===== src/rtl/uart_axil_fifo.sv =====
// AXI4-Lite UART transmit slave with a TX byte FIFO, status/control
// registers, error responses and a FIFO flush control.
module uart_axil_fifo #(
    parameter int FIFO_DEPTH = 16,
    parameter int CNT_W      = $clog2(FIFO_DEPTH) + 1
) (
    input  logic        clk,
    input  logic        rst,
    input  logic        ARVALID,
    output logic        ARREADY,
    input  logic [31:0] ARADDR,
    output logic        RVALID,
    input  logic        RREADY,
    output logic [31:0] RDATA,
    output logic [1:0]  RRESP,
    input  logic        AWVALID,
    output logic        AWREADY,
    input  logic [31:0] AWADDR,
    input  logic        WVALID,
    output logic        WREADY,
    input  logic [31:0] WDATA,
    input  logic [3:0]  WSTRB,
    output logic        BVALID,
    input  logic        BREADY,
    output logic [1:0]  BRESP,
    output logic        tx_valid,
    input  logic        tx_ready,
    output logic [7:0]  tx_byte
);

    localparam int PTR_W = $clog2(FIFO_DEPTH);

    localparam logic [1:0] W_IDLE      = 2'd0;
    localparam logic [1:0] W_WAIT_ADDR = 2'd1;
    localparam logic [1:0] W_WAIT_DATA = 2'd2;
    localparam logic [1:0] W_RESP      = 2'd3;

    localparam logic [0:0] R_IDLE = 1'b0;
    localparam logic [0:0] R_RESP = 1'b1;

    localparam logic [1:0] RESP_OKAY   = 2'b00;
    localparam logic [1:0] RESP_SLVERR = 2'b10;

    localparam logic [3:0] A_TXDATA = 4'h0;
    localparam logic [3:0] A_STATUS = 4'h4;
    localparam logic [3:0] A_CTRL   = 4'h8;

    logic [1:0]       wstate_q, wstate_d;
    logic [3:0]       awaddr_q, awaddr_d;
    logic [7:0]       wbyte_q, wbyte_d;
    logic             wstrb0_q, wstrb0_d;
    logic [1:0]       bresp_q, bresp_d;

    logic [0:0]       rstate_q, rstate_d;
    logic [31:0]      rdata_q, rdata_d;
    logic [1:0]       rresp_q, rresp_d;

    logic [PTR_W-1:0] rd_ptr_q, rd_ptr_d;
    logic [PTR_W-1:0] wr_ptr_q, wr_ptr_d;
    logic [CNT_W-1:0] count_q, count_d;
    logic [7:0]       mem_q [FIFO_DEPTH];

    logic             commit;
    logic [3:0]       c_addr;
    logic [7:0]       c_byte;
    logic             c_strb0;
    logic             full;
    logic             empty;
    logic             push;
    logic             pop;
    logic             flush;
    logic [31:0]      status;

    logic unused_bits;
    assign unused_bits = ^{AWADDR[31:4], ARADDR[31:4], WDATA[31:8], WSTRB[3:1]};

    assign full  = (count_q == CNT_W'(FIFO_DEPTH));
    assign empty = (count_q == '0);
    assign pop   = !empty && tx_ready;

    assign status = {16'h0, 8'(count_q), 6'h0, full, empty};

    assign AWREADY = (wstate_q == W_IDLE) || (wstate_q == W_WAIT_ADDR);
    assign WREADY  = (wstate_q == W_IDLE) || (wstate_q == W_WAIT_DATA);
    assign BVALID  = (wstate_q == W_RESP);
    assign BRESP   = bresp_q;

    assign ARREADY = (rstate_q == R_IDLE);
    assign RVALID  = (rstate_q == R_RESP);
    assign RDATA   = rdata_q;
    assign RRESP   = rresp_q;

    assign tx_valid = !empty;
    assign tx_byte  = mem_q[rd_ptr_q];

    // Write FSM: buffer each half on its own handshake, commit on the second.
    always_comb begin
        wstate_d = wstate_q;
        awaddr_d = awaddr_q;
        wbyte_d  = wbyte_q;
        wstrb0_d = wstrb0_q;
        bresp_d  = bresp_q;
        commit   = 1'b0;
        c_addr   = awaddr_q;
        c_byte   = wbyte_q;
        c_strb0  = wstrb0_q;
        case (wstate_q)
            W_IDLE: begin
                if (AWVALID && WVALID) begin
                    commit   = 1'b1;
                    c_addr   = AWADDR[3:0];
                    c_byte   = WDATA[7:0];
                    c_strb0  = WSTRB[0];
                    wstate_d = W_RESP;
                end else if (AWVALID) begin
                    awaddr_d = AWADDR[3:0];
                    wstate_d = W_WAIT_DATA;
                end else if (WVALID) begin
                    wbyte_d  = WDATA[7:0];
                    wstrb0_d = WSTRB[0];
                    wstate_d = W_WAIT_ADDR;
                end
            end
            W_WAIT_DATA: begin
                if (WVALID) begin
                    commit   = 1'b1;
                    c_byte   = WDATA[7:0];
                    c_strb0  = WSTRB[0];
                    wstate_d = W_RESP;
                end
            end
            W_WAIT_ADDR: begin
                if (AWVALID) begin
                    commit   = 1'b1;
                    c_addr   = AWADDR[3:0];
                    wstate_d = W_RESP;
                end
            end
            default: begin
                if (BREADY) wstate_d = W_IDLE;
            end
        endcase
        push  = commit && (c_addr == A_TXDATA) && c_strb0 && !full;
        flush = commit && (c_addr == A_CTRL) && c_strb0 && c_byte[0];
        if (commit) begin
            if (c_addr == A_TXDATA)
                bresp_d = (c_strb0 && full) ? RESP_SLVERR : RESP_OKAY;
            else if (c_addr == A_CTRL)
                bresp_d = RESP_OKAY;
            else
                bresp_d = RESP_SLVERR;
        end
    end

    // Read FSM: snapshot the addressed register at the accept edge.
    always_comb begin
        rstate_d = rstate_q;
        rdata_d  = rdata_q;
        rresp_d  = rresp_q;
        if (rstate_q == R_IDLE) begin
            if (ARVALID) begin
                rstate_d = R_RESP;
                case (ARADDR[3:0])
                    A_STATUS: begin
                        rdata_d = status;
                        rresp_d = RESP_OKAY;
                    end
                    A_CTRL: begin
                        rdata_d = '0;
                        rresp_d = RESP_OKAY;
                    end
                    default: begin
                        rdata_d = '0;
                        rresp_d = RESP_SLVERR;
                    end
                endcase
            end
        end else if (RREADY) begin
            rstate_d = R_IDLE;
        end
    end

    // FIFO pointers and occupancy; flush overrides any same-cycle pop.
    always_comb begin
        rd_ptr_d = rd_ptr_q;
        wr_ptr_d = wr_ptr_q;
        count_d  = count_q;
        if (flush) begin
            rd_ptr_d = '0;
            wr_ptr_d = '0;
            count_d  = '0;
        end else begin
            if (push) wr_ptr_d = wr_ptr_q + PTR_W'(1);
            if (pop)  rd_ptr_d = rd_ptr_q + PTR_W'(1);
            case ({push, pop})
                2'b10:   count_d = count_q + CNT_W'(1);
                2'b01:   count_d = count_q - CNT_W'(1);
                default: count_d = count_q;
            endcase
        end
    end

    // State registers with synchronous reset.
    always_ff @(posedge clk) begin
        if (rst) begin
            wstate_q <= W_IDLE;
            awaddr_q <= '0;
            wbyte_q  <= '0;
            wstrb0_q <= 1'b0;
            bresp_q  <= RESP_OKAY;
            rstate_q <= R_IDLE;
            rdata_q  <= '0;
            rresp_q  <= RESP_OKAY;
            rd_ptr_q <= '0;
            wr_ptr_q <= '0;
            count_q  <= '0;
        end else begin
            wstate_q <= wstate_d;
            awaddr_q <= awaddr_d;
            wbyte_q  <= wbyte_d;
            wstrb0_q <= wstrb0_d;
            bresp_q  <= bresp_d;
            rstate_q <= rstate_d;
            rdata_q  <= rdata_d;
            rresp_q  <= rresp_d;
            rd_ptr_q <= rd_ptr_d;
            wr_ptr_q <= wr_ptr_d;
            count_q  <= count_d;
        end
    end

    // Byte storage; contents need no reset since count gates visibility.
    always_ff @(posedge clk) begin
        if (push) mem_q[wr_ptr_q] <= c_byte;
    end

endmodule


===== config.mk =====
export PLATFORM = sky130hd
export DESIGN_NAME = uart_axil_fifo
export DESIGN_NICKNAME = d
export VERILOG_FILES = /design/src/rtl/uart_axil_fifo.sv
export SDC_FILE = /design/constraint.sdc
export NUM_CORES = 1
export LEC_CHECK = 0
export CAP_MARGIN = 20
export CORE_UTILIZATION = 30
export DETAILED_ROUTE_END_ITERATION = 10
export DONT_BUFFER_PORTS = 1
export GPL_TIMING_DRIVEN = 0
export PLACE_DENSITY = 0.46
export SLEW_MARGIN = 20
export SYNTH_ARGS = -nofsm -noshare
export SYNTH_HDL_FRONTEND = slang
export SYNTH_SLANG_ARGS = --single-unit

===== constraint.sdc =====
create_clock -name clk -period 6.2 [get_ports clk]
set_input_delay 0.31 -clock clk [delete_from_list [all_inputs] [get_ports clk]]
set_output_delay 0.31 -clock clk [all_outputs]
set_load 0.05 [all_outputs]

==> flow_summary.json <==
{
  "status": "complete, no violations",
  "dieArea_sq_mm": 0.0250,
  "synth_ff_type": "edfxtp_1",
  "tightest_slew_ps": 799,
  "cp_slowest_cell": "or2_2",
  "fmax_ghz": 0.250,
  "cp-end-kind": "register",
  "whs_endpoint": "awaddr_q[2]$_SDFFE_PP0P_",
  "layout_commonest_cell": "edfxtp_1",
  "postCtsResizedCells": 0,
  "slew_headroom_pct": 46.7,
  "fin_tns_setup_ps": 0,
  "cts-root-buf": "clkbuf_16",
  "dr.pass1.iters": 4,
  "gp_congestion": 0.738,
  "placed_area_sq_mm": 0.00781,
  "clockBufferDepth": 2,
  "post-route-cell-area_sq_mm": 0.00837,
  "final_cells": 856,
  "diodes": 0,
  "ir_drop_uv": 177,
  "coreArea_sq_mm": 0.0237,
  "slew_viol_final": 0,
  "vias_per_cell": 4.65,
  "drt_iter0_drc": 290,
  "cts_setup_buffers": 0,
  "setup_viol": 0,
  "antenna_found_initial": 0,
  "nets": 645,
  "reg2reg_depth": 17,
  "cp_data_arrival_time_ps": 4310,
  "synthCells": 478,
  "powerDensity_mw_per_mm2": 356,
  "critPathKind": "reg2reg",
  "finalCriticalPeriod_ps": 4000,
  "hp-class": "in2reg",
  "netlist_area_sq_mm": 0.00732,
  "r2r-end": "count_q[4]$_SDFFE_PP0P_",
  "synth-edff-count": 128,
  "required_ps": 6510,
  "cts_buffers": 17,
  "grt_pass1_wl_um": 23800,
  "clkSlewWorstSetupHoldPaths_ps": 60,
  "worstReg2RegStart": "wstate_q[0]$_SDFFE_PP0P_",
  "overflow": 0,
  "cp_common_cell": "ha_1",
  "leakage_nw": 2.91,
  "placed_cells": 823,
  "cts.sinks": 170,
  "synth_top_area_cell": "edfxtp_1",
  "clk_latency_ps": 420,
  "routed_wirelength_um": 15700,
  "avgSynthCellArea_sq_um": 15.3,
  "wl_per_cell_um": 18.3,
  "grt_max_degree": 20,
  "post_synth_num_cell_types": 55,
  "final_cell_mix": "edfxtp_1 (128), dfxtp_1 (42), mux4_2 (40)",
  "yosysWarningCount": 0,
  "dp_hpwl_um": 10700,
  "cp-start-kind": "register",
  "path_cells": "inv_1 > ha_1 > or2_2 > a31oi_1 > o2111a_2 > and2_4 > buf_6 > inv_1 > ha_1 > buf_2 > xor2_1 > ha_1 > nor2b_1 > o21ai_0 > a31o_2 > and3_1 > o21ba_4",
  "ff2ff_setup_slack_ps": 2200,
  "slowest_delay_ps": 450,
  "skew_ps": 11.0,
  "async_reset_ff_share_pct": 0,
  "drive_gt1_share_pct": 21.6,
  "vias": 3978,
  "io_pins": 158,
  "min_path_cells": 2,
  "fin_crit_sh_pct": 64.5,
  "start_util_pct": 30.9,
  "track_usage_pct": 13.4,
  "dieHeight_um": 158,
  "timing.hold.ws_ps": 50.2,
  "hp-start": "AWADDR[2]",
  "grt_pass1_vias": 3998,
  "ys_seq_elements": 170,
  "std_cell_rows": 56,
  "areaGrowthSynthToFinish_pct": 14.4,
  "cp-startpoint": "wstate_q[0]$_SDFFE_PP0P_",
  "hold_viol_final": 0,
  "yosysTopAreaCellShare_pct": 52.5,
  "ys_seq_area_share_pct": 64.0,
  "rsz0062_at_grt": "false",
  "max-cap-violations": 0,
  "ys_top_cells_by_area": "edfxtp_1 (53%), mux4_2 (12%), dfxtp_1 (11%)",
  "power_w": 0.00298,
  "critPathMaxFanout": 10,
  "h-tree-depth": 4,
  "cts_tree": "built",
  "ant_nets": 0,
  "die_width_um": 158,
  "numPortBuffers": 0,
  "drc_errors": 0
}
timing repair:
item	4_1_cts	5_1_grt
hold buffers	1	0
endpoints found under the setup margin	0	0
endpoints found under the hold margin	1	0
registers in the layout (all words and copies together) (netlist names), named ones only:
signal / count
RDATA: 7
wstate_q: 2
count_q: 5
awaddr_q: 4
mem_q: 128
rd_ptr_q: 4
wbyte_q: 8
RRESP: 1
RVALID: 1
wr_ptr_q: 4
BRESP: 1
wstrb0_q: 1
metal layers:
metal	vias up	GRT usage [%]	share of wire, %
li1	1884	-	-
met1	2005	16.9	44
met2	84	22.3	51
met3	5	3.59	4.9
met4	0	3.85	0.68
met5	-	0	0
critical path, delay by kind of cell (launching register included):
kind	cells	cell delay [ps]
flops	1	380
simple gates	4	970
xor+xnor	1	150
fa+ha+maj	3	670
compound gates	5	1280
buf+inv	4	450
power by group:
part           total [W]  leakage, nW  internal, W  switching [W]
clock network   0.000976        0.250     0.000552       0.000424
logic           0.000657         1.14     0.000222       0.000435
registers        0.00135         1.52      0.00131      0.0000350
total            0.00298         2.91      0.00209       0.000895
per-stage QoR:
step           utilization [%]  setup WS [ps]
6_report                  35.3           2200
3_5_place_dp              33.0           2210
2_1_floorplan                -           2600
5_1_grt                   35.3           2000
4_1_cts                   35.3           2190
3_3_place_gp              33.0           2270
synthesized netlist by cell type (2+ instances only):
cell type and n:
a22oi_1 7, xor2_1 5, ha_1 13, nand3_1 15, buf_1 2, and2_4 2
dfxtp_1 42, nor2b_1 4, nor2_1 27, nand2b_1 2, o21ai_0 5, o41ai_1 2
xnor2_1 3, buf_4 27, clkbuf_1 10, nor3_1 4, a21oi_1 23, a22o_1 8
or2_2 3, nor4_1 2, nand3b_1 2, mux2i_1 8, inv_1 13, nand4_1 2
edfxtp_1 128, a21o_1 2, mux4_2 40, nand2_1 17, buf_6 4, and3_1 21
buf_2 8, a31oi_1 3, and2_1 2
area by class of cell:
| type | instances | area (sq um) |
|---|---|---|
| tap | 319 | 399 |
| sequential | 170 | 4680 |
| timing repair buffer | 1 | 10.0 |
| inverter | 13 | 48.8 |
| clock inverter | 11 | 98.8 |
| buffer | 51 | 333 |
| multi-input combinational | 270 | 2350 |
| fill | 2358 | 15300 |
| clock buffer | 21 | 440 |
worst max-delay path by stage:
stage,cells after the start,endpoint
final,17,count_q[4]$_SDFFE_PP0P_
after global routing,17,count_q[4]$_SDFFE_PP0P_
after CTS,17,count_q[4]$_SDFFE_PP0P_
after detailed placement,17,count_q[4]$_SDFFE_PP0P_
after global placement,17,count_q[4]$_SDFFE_PP0P_
after floorplan,17,count_q[4]$_SDFFE_PP0P_
logic make-up after synthesis:
kind of cell    synth area share, %
xor+xnor                      0.958
buf+inv                        5.22
flops                          64.0
mux                            13.4
simple gates                   7.58
fa+ha+maj                      2.22
other cells                  0.0513
compound gates                 6.55
Note: power is estimated with default switching activity, not from simulation.
